[src/rtl/cpu_run_controller_if.sv]
// Memory/external-port bundle between the run controller, the CPU memory side,
// the 16x4 data memory and the switch/display loader front-end.
interface cpu_run_controller_if #(
  parameter int ADDR_W = 4,
  parameter int DATA_W = 4
);
  logic [ADDR_W-1:0] cpu_m_add;
  logic [DATA_W-1:0] cpu_m_wd;
  logic              cpu_m_we;
  logic              cpu_m_re;
  logic              ext_req;
  logic              ext_we;
  logic [ADDR_W-1:0] ext_add;
  logic [DATA_W-1:0] ext_wd;
  logic              ext_gnt;
  logic [ADDR_W-1:0] mem_add;
  logic [DATA_W-1:0] mem_wd;
  logic              mem_we;
  logic              mem_re;

  modport slave (
    input  cpu_m_add, cpu_m_wd, cpu_m_we, cpu_m_re,
    input  ext_req, ext_we, ext_add, ext_wd,
    output ext_gnt, mem_add, mem_wd, mem_we, mem_re
  );

  modport master (
    output cpu_m_add, cpu_m_wd, cpu_m_we, cpu_m_re,
    output ext_req, ext_we, ext_add, ext_wd,
    input  ext_gnt, mem_add, mem_wd, mem_we, mem_re
  );
endinterface

[src/rtl/cpu_run_controller.sv]
// Halt / single-step / free-run sequencer and data-memory port owner for the CPU.
// Optional breakpoint logic is built when RUN_CTRL_BREAKPOINT_EN is defined.
module cpu_run_controller #(
  parameter int TICK_DIV = 50000000,
  parameter int PC_W     = 3,
  parameter int ADDR_W   = 4,
  parameter int DATA_W   = 4
) (
  input  logic                 clk,
  input  logic                 reset,
  input  logic                 run_btn_i,
  input  logic                 step_btn_i,
  input  logic                 halt_btn_i,
  input  logic                 bp_en_i,
  input  logic [PC_W-1:0]      bp_pc_i,
  input  logic [PC_W-1:0]      pc_i,
  cpu_run_controller_if.slave  mem_if,
  output logic                 cpu_en_o,
  output logic [1:0]           state_o,
  output logic [7:0]           retired_o
);

  localparam logic [1:0] S_HALT = 2'b00;
  localparam logic [1:0] S_STEP = 2'b01;
  localparam logic [1:0] S_RUN  = 2'b10;
  localparam logic [1:0] S_EXT  = 2'b11;

  localparam int             CNT_W    = (TICK_DIV > 1) ? $clog2(TICK_DIV) : 1;
  localparam logic [CNT_W-1:0] CNT_LAST = CNT_W'(TICK_DIV - 1);

  logic [1:0]       state_q, state_d;
  logic [CNT_W-1:0] cnt_q, cnt_d;
  logic             ext_gnt_q, ext_gnt_d;
  logic [7:0]       retired_q, retired_d;
  logic             en_raw_s;
  logic             en_s;
  logic             tick_s;
  logic             bp_hit_s;

`ifdef RUN_CTRL_BREAKPOINT_EN
  logic armed_q, armed_d;
  assign bp_hit_s = bp_en_i & armed_q & (pc_i == bp_pc_i);
`else
  logic unused_bp_s;
  assign bp_hit_s    = 1'b0;
  assign unused_bp_s = ^{bp_en_i, bp_pc_i, pc_i};
`endif

  assign tick_s = (cnt_q == CNT_LAST);
  // Reset also suppresses the enable combinationally so a tick never fires while in reset.
  assign en_s   = en_raw_s & reset;

  always_comb begin
    state_d  = state_q;
    cnt_d    = cnt_q;
    en_raw_s = 1'b0;
`ifdef RUN_CTRL_BREAKPOINT_EN
    armed_d  = armed_q;
`endif
    case (state_q)
      S_HALT: begin
        cnt_d = '0;
        if (run_btn_i) begin
          state_d = S_RUN;
`ifdef RUN_CTRL_BREAKPOINT_EN
          armed_d = 1'b0;
`endif
        end else if (step_btn_i) begin
          state_d = S_STEP;
        end else if (mem_if.ext_req) begin
          state_d = S_EXT;
        end else begin
          state_d = S_HALT;
        end
      end
      S_STEP: begin
        en_raw_s = 1'b1;
        state_d  = S_HALT;
      end
      S_RUN: begin
        if (halt_btn_i) begin
          state_d = S_HALT;
          cnt_d   = '0;
        end else if (tick_s) begin
          cnt_d = '0;
          if (bp_hit_s) begin
            state_d = S_HALT;
          end else begin
            // Arming after the first executed instruction lets a run started on bp_pc move past it.
            en_raw_s = 1'b1;
`ifdef RUN_CTRL_BREAKPOINT_EN
            armed_d  = 1'b1;
`endif
          end
        end else begin
          cnt_d = cnt_q + CNT_W'(1);
        end
      end
      S_EXT: begin
        if (!mem_if.ext_req) begin
          state_d = S_HALT;
        end else begin
          state_d = S_EXT;
        end
      end
      default: begin
        state_d = S_HALT;
        cnt_d   = '0;
      end
    endcase
    ext_gnt_d = (state_d == S_EXT);
    retired_d = en_s ? (retired_q + 8'd1) : retired_q;
  end

  // State, tick counter, grant and retired-instruction counter.
  always_ff @(posedge clk) begin
    if (!reset) begin
      state_q   <= S_HALT;
      cnt_q     <= '0;
      ext_gnt_q <= 1'b0;
      retired_q <= 8'd0;
    end else begin
      state_q   <= state_d;
      cnt_q     <= cnt_d;
      ext_gnt_q <= ext_gnt_d;
      retired_q <= retired_d;
    end
  end

`ifdef RUN_CTRL_BREAKPOINT_EN
  // Breakpoint arm flag.
  always_ff @(posedge clk) begin
    if (!reset) begin
      armed_q <= 1'b0;
    end else begin
      armed_q <= armed_d;
    end
  end
`endif

  // Memory port mux: the loader owns memory only in EXT; CPU writes need the enable.
  always_comb begin
    if (state_q == S_EXT) begin
      mem_if.mem_add = mem_if.ext_add;
      mem_if.mem_wd  = mem_if.ext_wd;
      mem_if.mem_we  = mem_if.ext_we & mem_if.ext_req & reset;
      mem_if.mem_re  = 1'b1;
    end else begin
      mem_if.mem_add = mem_if.cpu_m_add;
      mem_if.mem_wd  = mem_if.cpu_m_wd;
      mem_if.mem_we  = mem_if.cpu_m_we & en_s;
      mem_if.mem_re  = mem_if.cpu_m_re;
    end
  end

  assign mem_if.ext_gnt = ext_gnt_q;
  assign cpu_en_o       = en_s;
  assign state_o        = state_q;
  assign retired_o      = retired_q;

endmodule

[src/flat_wrapper.sv]
// flat-port wrapper written by rule: the top's interface ports become plain ports
module cpu_run_controller_flat 
#(
  parameter int TICK_DIV = 50000000,
  parameter int PC_W     = 3,
  parameter int ADDR_W   = 4,
  parameter int DATA_W   = 4
)
  (clk, reset, run_btn_i, step_btn_i, halt_btn_i, bp_en_i, bp_pc_i, pc_i, cpu_en_o, state_o, retired_o, mem_if_cpu_m_add, mem_if_cpu_m_wd, mem_if_cpu_m_we, mem_if_cpu_m_re, mem_if_ext_req, mem_if_ext_we, mem_if_ext_add, mem_if_ext_wd, mem_if_ext_gnt, mem_if_mem_add, mem_if_mem_wd, mem_if_mem_we, mem_if_mem_re);
  cpu_run_controller_if #(.ADDR_W(ADDR_W), .DATA_W(DATA_W)) mem_if_i ();
  input  logic clk;
  input  logic reset;
  input  logic run_btn_i;
  input  logic step_btn_i;
  input  logic halt_btn_i;
  input  logic bp_en_i;
  input  logic [PC_W-1:0] bp_pc_i;
  input  logic [PC_W-1:0] pc_i;
  output logic cpu_en_o;
  output logic [1:0] state_o;
  output logic [7:0] retired_o;
  input wire logic [$bits(mem_if_i.cpu_m_add)-1:0] mem_if_cpu_m_add;
  input wire logic [$bits(mem_if_i.cpu_m_wd)-1:0] mem_if_cpu_m_wd;
  input wire logic [$bits(mem_if_i.cpu_m_we)-1:0] mem_if_cpu_m_we;
  input wire logic [$bits(mem_if_i.cpu_m_re)-1:0] mem_if_cpu_m_re;
  input wire logic [$bits(mem_if_i.ext_req)-1:0] mem_if_ext_req;
  input wire logic [$bits(mem_if_i.ext_we)-1:0] mem_if_ext_we;
  input wire logic [$bits(mem_if_i.ext_add)-1:0] mem_if_ext_add;
  input wire logic [$bits(mem_if_i.ext_wd)-1:0] mem_if_ext_wd;
  output wire logic [$bits(mem_if_i.ext_gnt)-1:0] mem_if_ext_gnt;
  output wire logic [$bits(mem_if_i.mem_add)-1:0] mem_if_mem_add;
  output wire logic [$bits(mem_if_i.mem_wd)-1:0] mem_if_mem_wd;
  output wire logic [$bits(mem_if_i.mem_we)-1:0] mem_if_mem_we;
  output wire logic [$bits(mem_if_i.mem_re)-1:0] mem_if_mem_re;
  assign mem_if_i.cpu_m_add = mem_if_cpu_m_add;
  assign mem_if_i.cpu_m_wd = mem_if_cpu_m_wd;
  assign mem_if_i.cpu_m_we = mem_if_cpu_m_we;
  assign mem_if_i.cpu_m_re = mem_if_cpu_m_re;
  assign mem_if_i.ext_req = mem_if_ext_req;
  assign mem_if_i.ext_we = mem_if_ext_we;
  assign mem_if_i.ext_add = mem_if_ext_add;
  assign mem_if_i.ext_wd = mem_if_ext_wd;
  assign mem_if_ext_gnt = mem_if_i.ext_gnt;
  assign mem_if_mem_add = mem_if_i.mem_add;
  assign mem_if_mem_wd = mem_if_i.mem_wd;
  assign mem_if_mem_we = mem_if_i.mem_we;
  assign mem_if_mem_re = mem_if_i.mem_re;
  cpu_run_controller #(.TICK_DIV(TICK_DIV), .PC_W(PC_W), .ADDR_W(ADDR_W), .DATA_W(DATA_W)) u_core (.clk(clk), .reset(reset), .run_btn_i(run_btn_i), .step_btn_i(step_btn_i), .halt_btn_i(halt_btn_i), .bp_en_i(bp_en_i), .bp_pc_i(bp_pc_i), .pc_i(pc_i), .mem_if(mem_if_i), .cpu_en_o(cpu_en_o), .state_o(state_o), .retired_o(retired_o));
endmodule
[config.mk]
export PLATFORM = sky130hd
export DESIGN_NAME = cpu_run_controller_flat
export DESIGN_NICKNAME = d
export VERILOG_FILES = /design/src/rtl/cpu_run_controller_if.sv /design/src/rtl/cpu_run_controller.sv /design/src/flat_wrapper.sv
export SDC_FILE = /design/constraint.sdc
export NUM_CORES = 1
export LEC_CHECK = 0
export CORE_UTILIZATION = 43
export DETAILED_ROUTE_END_ITERATION = 16
export GPL_TIMING_DRIVEN = 1
export PLACE_DENSITY = 0.75
export SLEW_MARGIN = 20
export SYNTH_ARGS = -nofsm -noshare
export SYNTH_HDL_FRONTEND = slang
export SYNTH_SLANG_ARGS = --single-unit
[constraint.sdc]
create_clock -name clk -period 2.5 [get_ports clk]
set_clock_uncertainty 0.1 [all_clocks]
set_input_delay 0.625 -clock clk [delete_from_list [all_inputs] [get_ports clk]]
set_output_delay 0.625 -clock clk [all_outputs]
set_load 0.01 [all_outputs]
==> run_results.csv <==
group,metric,value,unit
run_status,run_status,"complete, but fails checks",
run_status,violations,"design-rule violations, negative setup slack",
sta,worst_pin_slew,0.763,ns
logic_synthesis,yosysMostFrequentCell,"dfxtp_1",
clock_tree,numCtsBuffers,5,
global_route,track_usage,22.7,%
global_route,overflow,0,
min_path,hold_depth,2,
power,p_leak,1.16,nW
clock_tree,clk_root_buffer_cell,"clkbuf_8",
sta,fmax,380,MHz
logic_synthesis,ys_ff_latch,37,
floorplan,initial_utilization,45.4,%
logic_synthesis,avgSynthCellArea,8.80,um^2
route,wl_per_cell,14.1,um
setup_path,path_max_fanout,2,
logic_synthesis,synth_seq_area_share,36.7,%
power,ir_drop,0.404,mV
route,first_pass_iters,10,
route,wl,5.33,mm
clock_tree,cts_sinks,37,
cells_and_area,areaGrowthSynthToFinish,51.5,%
setup_path,cp-end-kind,"output pin",
logic_synthesis,synth_edf_count,0,
place,place_inst,368,
global_route,grt_max_degree,19,
setup_path,timing.rr.end,"u_core.cnt_q[11]$_SDFFE_PN0P_",
logic_synthesis,synth_nets,267,
cells_and_area,num-fill-cells,354,
setup_path,r2r_cells,6,
power,seqPwrFrac,45.8,%
setup_path,arrival,1.91,ns
sta,finalHoldViolCount,0,
cells_and_area,finish.utilization,68.7,%
route,ant_nets,0,
min_path,hold_path_class,"flip-flop to flip-flop",
sta,hold_ws,0.377,ns
route,vias_per_cell,5.46,
cells_and_area,nets,363,
floorplan,rows,24,
cells_and_area,final_cells,377,
cells_and_area,drive_gt1_share,27.4,%
logic_synthesis,synthTopCellsByCount,"dfxtp_1 (37), nor2_1 (29), nand2_1 (16), xor2_1 (12)",
floorplan,ios,54,
logic_synthesis,synth_area_leaders,"dfxtp_1 (37%), nor2_1 (5.4%), xor2_1 (5.2%)",
clock_tree,hold_buffers,0,
sta,rsz0062_at_grt,"yes",
logic_synthesis,synth.distinct_cells,53,
job,maxCapViolCount,0,
floorplan,core_region_area,4440,um^2
place,gp_congestion,0.853,
setup_path,r2r-start,"u_core.cnt_q[18]$_SDFFE_PN0P_",
clock_tree,cts_buffer_depth,2,
logic_synthesis,synth_top_area_cell,"dfxtp_1",
route,post-route-drc-count,4,
logic_synthesis,yosysWarnings,0,
sta,drv_slew,0,
power,p_comb_share,16.2,%
clock_tree,clk_latency,0.29,ns
clock_tree,cts_tree,"yes",
global_route,grt_first_pass_wirelength,8.95,mm
sta,finalSetupViolations,2,
power,power_density,429,nW/um^2
route,vias,2057,
power,power,0.00131,W
sta,slew_headroom,49.1,%
setup_path,slowest_delay,0.38,ns
setup_path,crit_chain,"nor4b_4 -> and4_4 -> a31oi_4 -> or3b_4 -> o21ai_2 -> buf_2",
clock_tree,htree_levels,2,
power,switching_share,24.0,%
setup_path,crit_path_start_kind,"flip-flop",
setup_path,ff2ff_setup_slack,0.37,ns
logic_synthesis,synth_top_area_share,36.7,%
clock_tree,path_clk_slew,0.07,ns
power,intPower,0.000995,W
floorplan,die_w,70.5,um
power,p_sw,0.000314,W
floorplan,dieArea,4970,um^2
setup_path,crit_slowest_cell,"or3b_4",
sta,layout_setup_ws,-0.131,ns
sta,post-route-period-util,105,%
cells_and_area,n_antenna_cell,0,
global_route,antenna_found_initial,0,
route,drt_iter0_drc,58,
logic_synthesis,synth_ff_type,"dfxtp_1",
place,dp_hpwl,3.92,mm
min_path,whs_endpoint,"u_core.retired_o[7]$_SDFFE_PN0P_",
global_route,grt_pass1_vias,2017,
sta,min_period,2.63,ns
setup_path,required,1.77,ns
place,port_buffers,46,
floorplan,die_y,70.5,um
logic_synthesis,async_flop_share,0,%
power,clock_power_share,38.0,%
logic_synthesis,synthesis.area,2020,um^2
min_path,hp-start,"u_core.retired_o[7]$_SDFFE_PN0P_",
logic_synthesis,syn_inst,229,
setup_path,critPathKind,"flip-flop to output pin",
flip-flops by register name (all words and copies together) (netlist names):
register / count
u_core.cnt_q: 26
u_core.mem_if.ext_gnt: 1
u_core.retired_o: 8
u_core.state_o: 2
stage by stage:
| step | setup WS, ns | instance area (um^2) | TNS, ns |
|---|---|---|---|
| floorplan | 0.0100 | 2020 | 0 |
| global placement | -0.721 | 2880 | -1.16 |
| detailed placement | -0.749 | 2880 | -1.49 |
| CTS | -0.143 | 3020 | -0.205 |
| global route | -0.178 | 3050 | -0.293 |
| finish | -0.131 | 3050 | -0.182 |
worst max-delay path by stage:
| stage | start | end | slack (ns) | cells past startpoint |
|---|---|---|---|---|
| 2_1_floorplan | u_core.cnt_q[0]$_SDFFE_PN0P_ | mem_if_mem_we | 0.01 | 6 |
| 3_3_place_gp | halt_btn_i | mem_if_mem_we | -0.72 | 6 |
| 3_5_place_dp | halt_btn_i | mem_if_mem_we | -0.75 | 6 |
| 4_1_cts | u_core.cnt_q[1]$_SDFFE_PN0P_ | mem_if_mem_we | -0.14 | 7 |
| 5_1_grt | u_core.cnt_q[10]$_SDFFE_PN0P_ | mem_if_mem_we | -0.18 | 6 |
| 6_report | u_core.cnt_q[18]$_SDFFE_PN0P_ | mem_if_mem_we | -0.13 | 6 |
repair_timing:
action | 4_1_cts | 5_1_grt
setup endpoints to repair | 11 | 2
setup buffers | 2 | 0
gates resized for setup | 28 | 4
pin swaps | 4 | 2
worst max-delay path, delay by kind of cell, from the launching register on:
kind,cells,cell delay [ns]
AND/OR/NAND/NOR,3,0.96
flip-flops,1,0.34
AO/OA/AOI/OAI,2,0.18
buffers and inverters,1,0.14
logic make-up after synthesis:
family          count (synthesis)  synth area share [%]
buf+inv                        18                  3.54
fa+ha+maj                       6                  3.72
compound gates                 35                  12.8
simple gates                  103                  28.9
mux                            11                  5.96
flops                          37                  36.7
xor+xnor                       19                  8.26
power groups by stage:
stage	Clock [W]	Sequential, W	Combinational [W]
after CTS	0.000508	0.000599	0.000207
final	0.000497	0.000600	0.000212
after detailed placement	0	0.000613	0.000209
after global routing	0.000521	0.000600	0.000229
after floorplan	0	0.000616	0.0000892
after global placement	0	0.000612	0.000204
metal layers:
| metal | share of wire (%) | GRT usage [%] | vias up |
|---|---|---|---|
| met5 | 0 | 0 | - |
| met4 | 1.2 | 8.39 | 0 |
| met3 | 3.7 | 4.62 | 10 |
| met2 | 52 | 41.1 | 39 |
| met1 | 43 | 26.0 | 984 |
| li1 | - | - | 1024 |
placed cells by master, fill, tap and decap left out, drive strengths merged, types with 2 or more instances in the layout:
master	netlist	layout
clkbuf	3	5
a22oi	2	2
or3	2	2
mux2	8	8
ha	6	6
o31ai	2	2
nor2b	2	2
dlygate4sd2	0	10
inv	10	10
a21oi	6	6
nand4	11	11
buf	4	51
and4	5	5
nand3b	2	2
o22ai	2	2
clkinv	1	2
nand4b	2	2
nor3	3	3
nor4	6	6
nand3	8	8
nor2	29	29
o2111ai	2	2
clkdlybuf4s50	0	34
nand2b	5	5
or4	2	2
or2	2	2
and3	5	5
a31oi	4	4
xor2	12	12
nand2	16	16
xnor2	7	7
o41ai	3	3
o21ai	6	6
mux2i	3	3
dfxtp	37	37
area by class of cell:
type                       count  area, um^2  area share (%)
tap                           52        65.1            2.13
timing repair buffer          96         820            26.8
inverter                      11        41.3            1.35
multi-input combinational    174        1280            41.8
sequential                    37         746            24.4
clock inverter                 2        35.0            1.15
clock buffer                   5        68.8            2.25
(Power assumes the default switching activity.)
